<file path="src/rtl/regfile_scoreboard_if.sv">
// Decode/write-back bus of the register file scoreboard: read ports, commit port,
// destination allocation and the pending-register count.
interface regfile_scoreboard_if #(
  parameter int DATA_WIDTH = 32,
  parameter int REG_NUM    = 32,
  parameter int READ_PORTS = 2
);
  localparam int AW = $clog2(REG_NUM);

  logic [READ_PORTS*AW-1:0]         readAddr;
  logic [READ_PORTS*DATA_WIDTH-1:0] readData;
  logic [READ_PORTS-1:0]            readBusy;
  logic                             writeEnable;
  logic [AW-1:0]                    writeAddr;
  logic [DATA_WIDTH-1:0]            writeData;
  logic                             allocEnable;
  logic [AW-1:0]                    allocAddr;
  logic [AW:0]                      pendingCount;

  modport master (
    output readAddr, writeEnable, writeAddr, writeData, allocEnable, allocAddr,
    input  readData, readBusy, pendingCount
  );

  modport slave (
    input  readAddr, writeEnable, writeAddr, writeData, allocEnable, allocAddr,
    output readData, readBusy, pendingCount
  );
endinterface

</file>
<file path="src/rtl/regfile_scoreboard.sv">
// Multi-port register file with r0 hardwired to zero and a per-register pending-write
// scoreboard. Optional same-cycle write-to-read bypass is enabled by REGFILE_BYPASS_EN.
module regfile_scoreboard #(
  parameter int DATA_WIDTH = 32,
  parameter int REG_NUM    = 32,
  parameter int READ_PORTS = 2
) (
  input logic                clk,
  input logic                reset,
  regfile_scoreboard_if.slave bus
);
  localparam int AW = $clog2(REG_NUM);
  localparam int CW = AW + 1;

  logic [DATA_WIDTH-1:0] mem [REG_NUM];
  logic [REG_NUM-1:0]    pending;
  logic [CW-1:0]         pend_count;
  logic [CW-1:0]         next_count;
  logic                  wr_ok;
  logic                  al_ok;
  logic                  cnt_inc;
  logic                  cnt_dec;
  logic [AW-1:0]         rd_addr [READ_PORTS];

  assign wr_ok = bus.writeEnable && (bus.writeAddr != '0);
  assign al_ok = bus.allocEnable && (bus.allocAddr != '0);

  // A same-address alloc keeps the bit set, so the write must not decrement the count.
  always_comb begin
    cnt_inc    = al_ok && !pending[bus.allocAddr];
    cnt_dec    = wr_ok && pending[bus.writeAddr] &&
                 !(al_ok && (bus.allocAddr == bus.writeAddr));
    next_count = pend_count + CW'(cnt_inc) - CW'(cnt_dec);
  end

  always_ff @(posedge clk or posedge reset) begin
    if (reset) begin
      for (int i = 0; i < REG_NUM; i++) begin
        mem[i] <= '0;
      end
    end else if (wr_ok) begin
      mem[bus.writeAddr] <= bus.writeData;
    end
  end

  // Alloc is applied after the write clear so a newer producer wins.
  always_ff @(posedge clk or posedge reset) begin
    if (reset) begin
      pending    <= '0;
      pend_count <= '0;
    end else begin
      if (wr_ok) begin
        pending[bus.writeAddr] <= 1'b0;
      end
      if (al_ok) begin
        pending[bus.allocAddr] <= 1'b1;
      end
      pend_count <= next_count;
    end
  end

  assign bus.pendingCount = pend_count;

  always_comb begin
    for (int k = 0; k < READ_PORTS; k++) begin
      rd_addr[k] = bus.readAddr[k*AW +: AW];
    end
  end

  always_comb begin
    bus.readData = '0;
    bus.readBusy = '0;
    for (int k = 0; k < READ_PORTS; k++) begin
      bus.readData[k*DATA_WIDTH +: DATA_WIDTH] = mem[rd_addr[k]];
      bus.readBusy[k]                          = pending[rd_addr[k]];
`ifdef REGFILE_BYPASS_EN
      if (wr_ok && (bus.writeAddr == rd_addr[k])) begin
        bus.readData[k*DATA_WIDTH +: DATA_WIDTH] = bus.writeData;
        if (!(al_ok && (bus.allocAddr == rd_addr[k]))) begin
          bus.readBusy[k] = 1'b0;
        end
      end
`endif
      if (reset || (rd_addr[k] == '0)) begin
        bus.readData[k*DATA_WIDTH +: DATA_WIDTH] = '0;
        bus.readBusy[k]                          = 1'b0;
      end
    end
  end
endmodule
</file>
<file path="src/flat_wrapper.sv">
// flat-port wrapper written by rule: the top's interface ports become plain ports
module regfile_scoreboard_flat 
#(
  parameter int DATA_WIDTH = 32,
  parameter int REG_NUM    = 32,
  parameter int READ_PORTS = 2
)
  (clk, reset, bus_readAddr, bus_writeEnable, bus_writeAddr, bus_writeData, bus_allocEnable, bus_allocAddr, bus_readData, bus_readBusy, bus_pendingCount);
  regfile_scoreboard_if #(.DATA_WIDTH(DATA_WIDTH), .REG_NUM(REG_NUM), .READ_PORTS(READ_PORTS)) bus_i ();
  input logic clk;
  input logic reset;
  input wire logic [$bits(bus_i.readAddr)-1:0] bus_readAddr;
  input wire logic [$bits(bus_i.writeEnable)-1:0] bus_writeEnable;
  input wire logic [$bits(bus_i.writeAddr)-1:0] bus_writeAddr;
  input wire logic [$bits(bus_i.writeData)-1:0] bus_writeData;
  input wire logic [$bits(bus_i.allocEnable)-1:0] bus_allocEnable;
  input wire logic [$bits(bus_i.allocAddr)-1:0] bus_allocAddr;
  output wire logic [$bits(bus_i.readData)-1:0] bus_readData;
  output wire logic [$bits(bus_i.readBusy)-1:0] bus_readBusy;
  output wire logic [$bits(bus_i.pendingCount)-1:0] bus_pendingCount;
  assign bus_i.readAddr = bus_readAddr;
  assign bus_i.writeEnable = bus_writeEnable;
  assign bus_i.writeAddr = bus_writeAddr;
  assign bus_i.writeData = bus_writeData;
  assign bus_i.allocEnable = bus_allocEnable;
  assign bus_i.allocAddr = bus_allocAddr;
  assign bus_readData = bus_i.readData;
  assign bus_readBusy = bus_i.readBusy;
  assign bus_pendingCount = bus_i.pendingCount;
  regfile_scoreboard #(.DATA_WIDTH(DATA_WIDTH), .REG_NUM(REG_NUM), .READ_PORTS(READ_PORTS)) u_core (.clk(clk), .reset(reset), .bus(bus_i));
endmodule
</file>
<file path="config.mk">
export PLATFORM = sky130hd
export DESIGN_NAME = regfile_scoreboard_flat
export DESIGN_NICKNAME = d
export VERILOG_FILES = /design/src/rtl/regfile_scoreboard_if.sv /design/src/rtl/regfile_scoreboard.sv /design/src/flat_wrapper.sv
export SDC_FILE = /design/constraint.sdc
export NUM_CORES = 2
export LEC_CHECK = 0
export ABC_AREA = 1
export CAP_MARGIN = 5
export CORE_UTILIZATION = 45
export DETAILED_ROUTE_END_ITERATION = 7
export REMOVE_ABC_BUFFERS = 1
export SYNTH_ARGS = -nofsm -noshare
export SYNTH_HDL_FRONTEND = slang
export SYNTH_SLANG_ARGS = --single-unit
</file>
<file path="constraint.sdc">
create_clock -name clk -period 49 [get_ports clk]
set_input_delay 7.35 -clock clk [delete_from_list [all_inputs] [get_ports clk]]
set_output_delay 7.35 -clock clk [all_outputs]
set_load 0.01 [all_outputs]
</file>
### After elaboration in Yosys (flattened, before gate mapping)

Cells that the tools add are included.

| operators by class | value |
|---|---|
| bitwise operators | 6 |
| muxes and demuxes | 27 |
| add/subtract/negate cells | 2 |
| equal/unequal tests | 1 |
| reduce and logical (&&, ||, !) cells | 17 |
| magnitude comparators | 10 |

Operator list:

| operator | number |
|---|---|
| $bwmux W1024 | 1 |
| $bmux W32 S5 | 2 |
| $mux W32 | 9 |
| $demux W32 S5 | 1 |
| $and A32 B32 Y32 | 1 |
| $not A32 Y32 | 1 |
| $or A32 B32 Y32 | 1 |
| $lt A5 B6 Y1 const B | 4 |
| $bmux W1 S5 | 4 |
| $ge A6 B6 Y1 const B | 3 |
| $not A5 Y6 | 3 |
| $demux W1 S5 | 2 |
| $ge A5 B1 Y1 const B | 2 |
| $logic_not A5 Y1 | 2 |
| $reduce_bool A5 Y1 | 2 |
| $logic_and A1 B1 Y1 | 9 |
| $mux W1 | 8 |
| $add A6 B1 Y6 | 1 |
| $lt A6 B1 Y1 const B | 1 |
| $sub A6 B1 Y6 | 1 |
| $eq A5 B5 Y1 | 1 |
| $logic_not A1 Y1 | 2 |
| $logic_or A1 B1 Y1 | 2 |

| word-level totals | value |
|---|---|
| word-level logic and storage cells | 97 |
| register bits after elaboration | 1,062 |
| input port bits | 56 |

### Depth between registers and ports, before layout

| depth | value |
|---|---|
| word-level depth | 9 |
| gate-level depth with buffers | 19 |
| gate-level depth less buffers | 17 |

### Least setup slack after synthesis

No wires, ideal clock.

| path | value |
|---|---|
| path kind | input -> output |
| start point | in reset |
| end point | out bus_readBusy[1] |
| arrival time | 33.233 ns |
| stages on the path | 3 |
| data required time | 41.650 ns |
| path buffers | 0 |
| path slack | 8.417 ns |
| path through | inv_1 -> nand2_1 -> a21oi_1 |

| between the ends | value |
|---|---|
| longest elaborated chain between the ends | 2 |

RTL lines:

| element | line | text |
|---|---|---|
| start, declared | flat_wrapper.sv:11 | `input logic reset;` |
| $logic_or A1 B1 Y1 | regfile_scoreboard.sv:84 | `if (reset \|\| (rd_addr[k] == '0)) begin` |
| $mux W1 | regfile_scoreboard.sv:84 |  |
| end, declared | flat_wrapper.sv:19 | `output wire logic [$bits(bus_i.readBusy)-1:0] bus_readBusy;` |

Every way passes these cells.

### Worst setup path in the final report

| path | value |
|---|---|
| start point | in bus_readAddr[0] |
| end point | out bus_readData[2] |

| between the ends | value |
|---|---|
| longest elaborated chain between the ends | 5 |

RTL lines:

| element | line | text |
|---|---|---|
| start, declared | flat_wrapper.sv:12 | `input wire logic [$bits(bus_i.readAddr)-1:0] bus_readAddr;` |
| $not A5 Y6 (not written as such) | regfile_scoreboard.sv:74 | `bus.readData[k*DATA_WIDTH +: DATA_WIDTH] = mem[rd_addr[k]];` |
| $bmux W32 S5 | regfile_scoreboard.sv:74 |  |
| $mux W32 (not written as such) (2 in series) | regfile_scoreboard.sv:74 |  |
| $mux W32 (*) | regfile_scoreboard.sv:84 |  |
| end, declared | flat_wrapper.sv:18 | `output wire logic [$bits(bus_i.readData)-1:0] bus_readData;` |

Mark *: on every way between the ends. The rest lies on a longest branch, timed or not. The select of a mux whose other input is x is not followed.

==> impl_metrics.py <==
metrics = {
    "routing": {
        "drtIter0Drc": 8126,
        "routed_wl_mm": 234.1,
        "wl_per_cell_um": 23.15,
        "dr.pass1.iters": 8,
        "drtAntennaViolNets": 0,
        "vias": 59260,
        "via_per_inst": 5.860,
        "drc": 4,
    },
    "synth": {
        "avgSynthCellArea_um2": 6.804,
        "ys_ff_latch": 1062,
        "syn_area_um2": 58960,
        "yosys_warnings": 0,
        "synth_cell_type_count": 27,
        "synthCells": 8666,
        "ys_seq_area_frac": 0.4507,
    },
    "finish": {
        "fillers": 13160,
        "antenna_cells": 0,
        "areaGrowthSynthToFinish_pct": 9.651,
        "nets": 8332,
        "final_layout_size_suffix_gt1_frac": 0.04624,
        "final_common_cell": "nand2_1",
        "stdcell_count": 10110,
        "finalCoreUtilization": 0.4981,
        "final_cell_mix": "nand2_1, dfrtp_1, nand3_1",
    },
    "sta": {
        "tightest_slew_ns": 1.312,
        "finalSetupTns_ns": 0,
        "fmax_mhz": 52.21,
        "final-setup-viol-count": 0,
        "period_minus_slack_ns": 19.15,
        "relSlewSlack": 0.1250,
        "maxSlewViolCount": 0,
        "rsz0062_at_grt": "false",
        "finalHoldViolCount": 0,
        "fin_crit_sh": 0.3909,
        "holdWs_ns": 0.3798,
        "fin_skew_ns": 0.02077,
    },
    "global_route": {
        "grt_pass1_vias": 54650,
        "gr-usage-all-layers": 0.3507,
        "grt_pass1_wl_mm": 351.5,
        "antenna_found_initial": 6,
        "grt_overflow_total": 0,
        "grt_start_max_net_pins": 199,
    },
    "setup_path": {
        "cp-start-kind": "primary input",
        "arrival_ns": 11.80,
        "critPathKind": "in2out",
        "crit_required_ns": 41.65,
        "crit_fanout": 198,
        "worstSetupEndpointType": "primary output",
    },
    "power_and_ir_drop": {
        "p_per_area_nw_per_um2": 42.28,
        "vdd_drop_max_v": 0.00003154,
        "finalPower_uw": 2734,
        "p_leak_uw": 0.03009,
    },
    "floorplan": {
        "start_util": 0.4542,
        "die_w_um": 364.0,
        "dieArea_um2": 132500,
        "rows": 132,
        "pin_count": 128,
        "fp.dieH_um": 364.0,
        "core_um2": 129800,
    },
    "cts": {
        "cts_resized": 0,
        "path_clk_slew_ns": 0.06,
        "ctsHoldBuffers": 0,
        "cts-root-buf": "clkbuf_16",
        "clock_sinks": 1062,
        "cts_setup_buffers": 0,
        "clock_latency_ns": 0.76,
        "cts_tree": "yes",
        "htreeDepth": 3,
        "cts_buffer_depth": 3,
        "cts_made_buffers": 120,
    },
    "place": {
        "dp_cells": 9889,
        "place_hpwl_mm": 120.0,
        "gp_congestion": 0.8701,
        "portBuffers": 127,
    },
    "run_status": {
        "status": "complete, but fails checks",
        "failed_checks": "DRC",
    },
    "worst_hold_path": {
        "min_path_type": "reg2reg",
    },
    "flow_run": {
        "cap_violations": 0,
    },
}
## cells by family after synthesis
kind of cell,Yosys count,share of synthesized area
simple gates,4986,0.3404
compound gates,1626,0.1387
flops,1062,0.4507
buf+inv,976,0.06729
xor+xnor,9,0.001337
fa+ha+maj,7,0.001613
## where the power goes
| group | internal, uW | switching (uW) |
|---|---|---|
| clock network | 583 | 392 |
| registers | 1060 | 142 |
| logic | 207 | 348 |
| total | 1850 | 882 |
## cells in the mapped netlist
master | number | area, um2
nand2_2 | 1 | 6.260
buf_4 | 5 | 37.54
nand2_1 | 3344 | 12550
xnor2_1 | 2 | 17.52
nor2_4 | 1 | 11.26
o32ai_1 | 3 | 26.28
nand4_1 | 10 | 62.56
dfrtp_1 | 1062 | 26580
clkbuf_1 | 449 | 1685
nor2_2 | 8 | 50.05
nand3_1 | 1005 | 5030
fa_1 | 1 | 20.02
xor2_1 | 7 | 61.31
nor3_2 | 4 | 40.04
nor2_1 | 600 | 2252
a21oi_1 | 831 | 4159
inv_1 | 197 | 739.5
o22ai_1 | 21 | 131.4
nor3_1 | 13 | 65.06
ha_1 | 6 | 75.07
o21ai_1 | 27 | 135.1
clkinv_1 | 4 | 15.01
buf_2 | 228 | 1141
buf_1 | 72 | 270.3
o21ai_0 | 743 | 3719
inv_2 | 21 | 78.83
a211oi_1 | 1 | 7.510
## worst paths after layout
path / start / end / depth (start not counted) / slack, ns
worst min register to register: u_core.mem[1017]$_DFFE_PP0P_ / u_core.mem[1017]$_DFFE_PP0P_ / 0 / 0.38
worst max-delay path: bus_readAddr[0] / bus_readData[2] / 13 / 29.85
min in group asynchronous: reset / u_core.mem[633]$_DFFE_PP0P_ / 2 / 7.09
max in group asynchronous: reset / u_core.mem[891]$_DFFE_PP0P_ / 6 / 38.16
worst min-delay path: u_core.mem[1017]$_DFFE_PP0P_ / u_core.mem[1017]$_DFFE_PP0P_ / 0 / 0.38
worst max register to register: u_core.pending[6]$_DFF_PP0_ / u_core.bus.pendingCount[4]$_DFF_PP0_ / 16 / 46.33
## layer usage
metal	routed length [um]	global-route usage	up-vias
met3	23620	0.05790	633
met5	0	0	-
li1	-	-	27190
met1	96010	0.4835	28090
met2	103700	0.5466	3342
met4	10790	0.1461	0
## flip-flops by register name, indices dropped and copies added, names as in the netlist
register	flops
u_core.pending	32
u_core.mem	1024
u_core.bus.pendingCount	6
## worst max-delay path, stage by stage
cell             delay (ns)
buf_8                  0.27
buf_12                 0.59
buf_4                  0.76
buf_4                  0.89
nand2_1                0.12
nand2_1                0.11
nand2_1                0.05
nand2_1                0.09
nor2_1                 0.06
nand2_1                0.07
nand3_1                0.07
a21oi_1                0.47
clkdlybuf4s50_1        0.64
## layout make-up
cell class | count | area (um2) | share of cell area
clock buffer | 177 | 3672 | 0.05680
sequential | 1062 | 26580 | 0.4110
tap | 1742 | 2180 | 0.03371
inverter | 222 | 875.8 | 0.01355
clock inverter | 45 | 578.1 | 0.008941
timing repair buffer | 235 | 2162 | 0.03344
multi-input combinational | 6628 | 28610 | 0.4425
## metrics by stage
stage          instance area (um2)  worst slack [ns]
2_1_floorplan                55830             2.406
3_3_place_gp                 60400             29.88
3_5_place_dp                 60400             29.92
4_1_cts                      64650             29.91
5_1_grt                      64650             29.67
6_report                     64650             29.85
No activity file was read; power rests on OpenSTA's default activity.
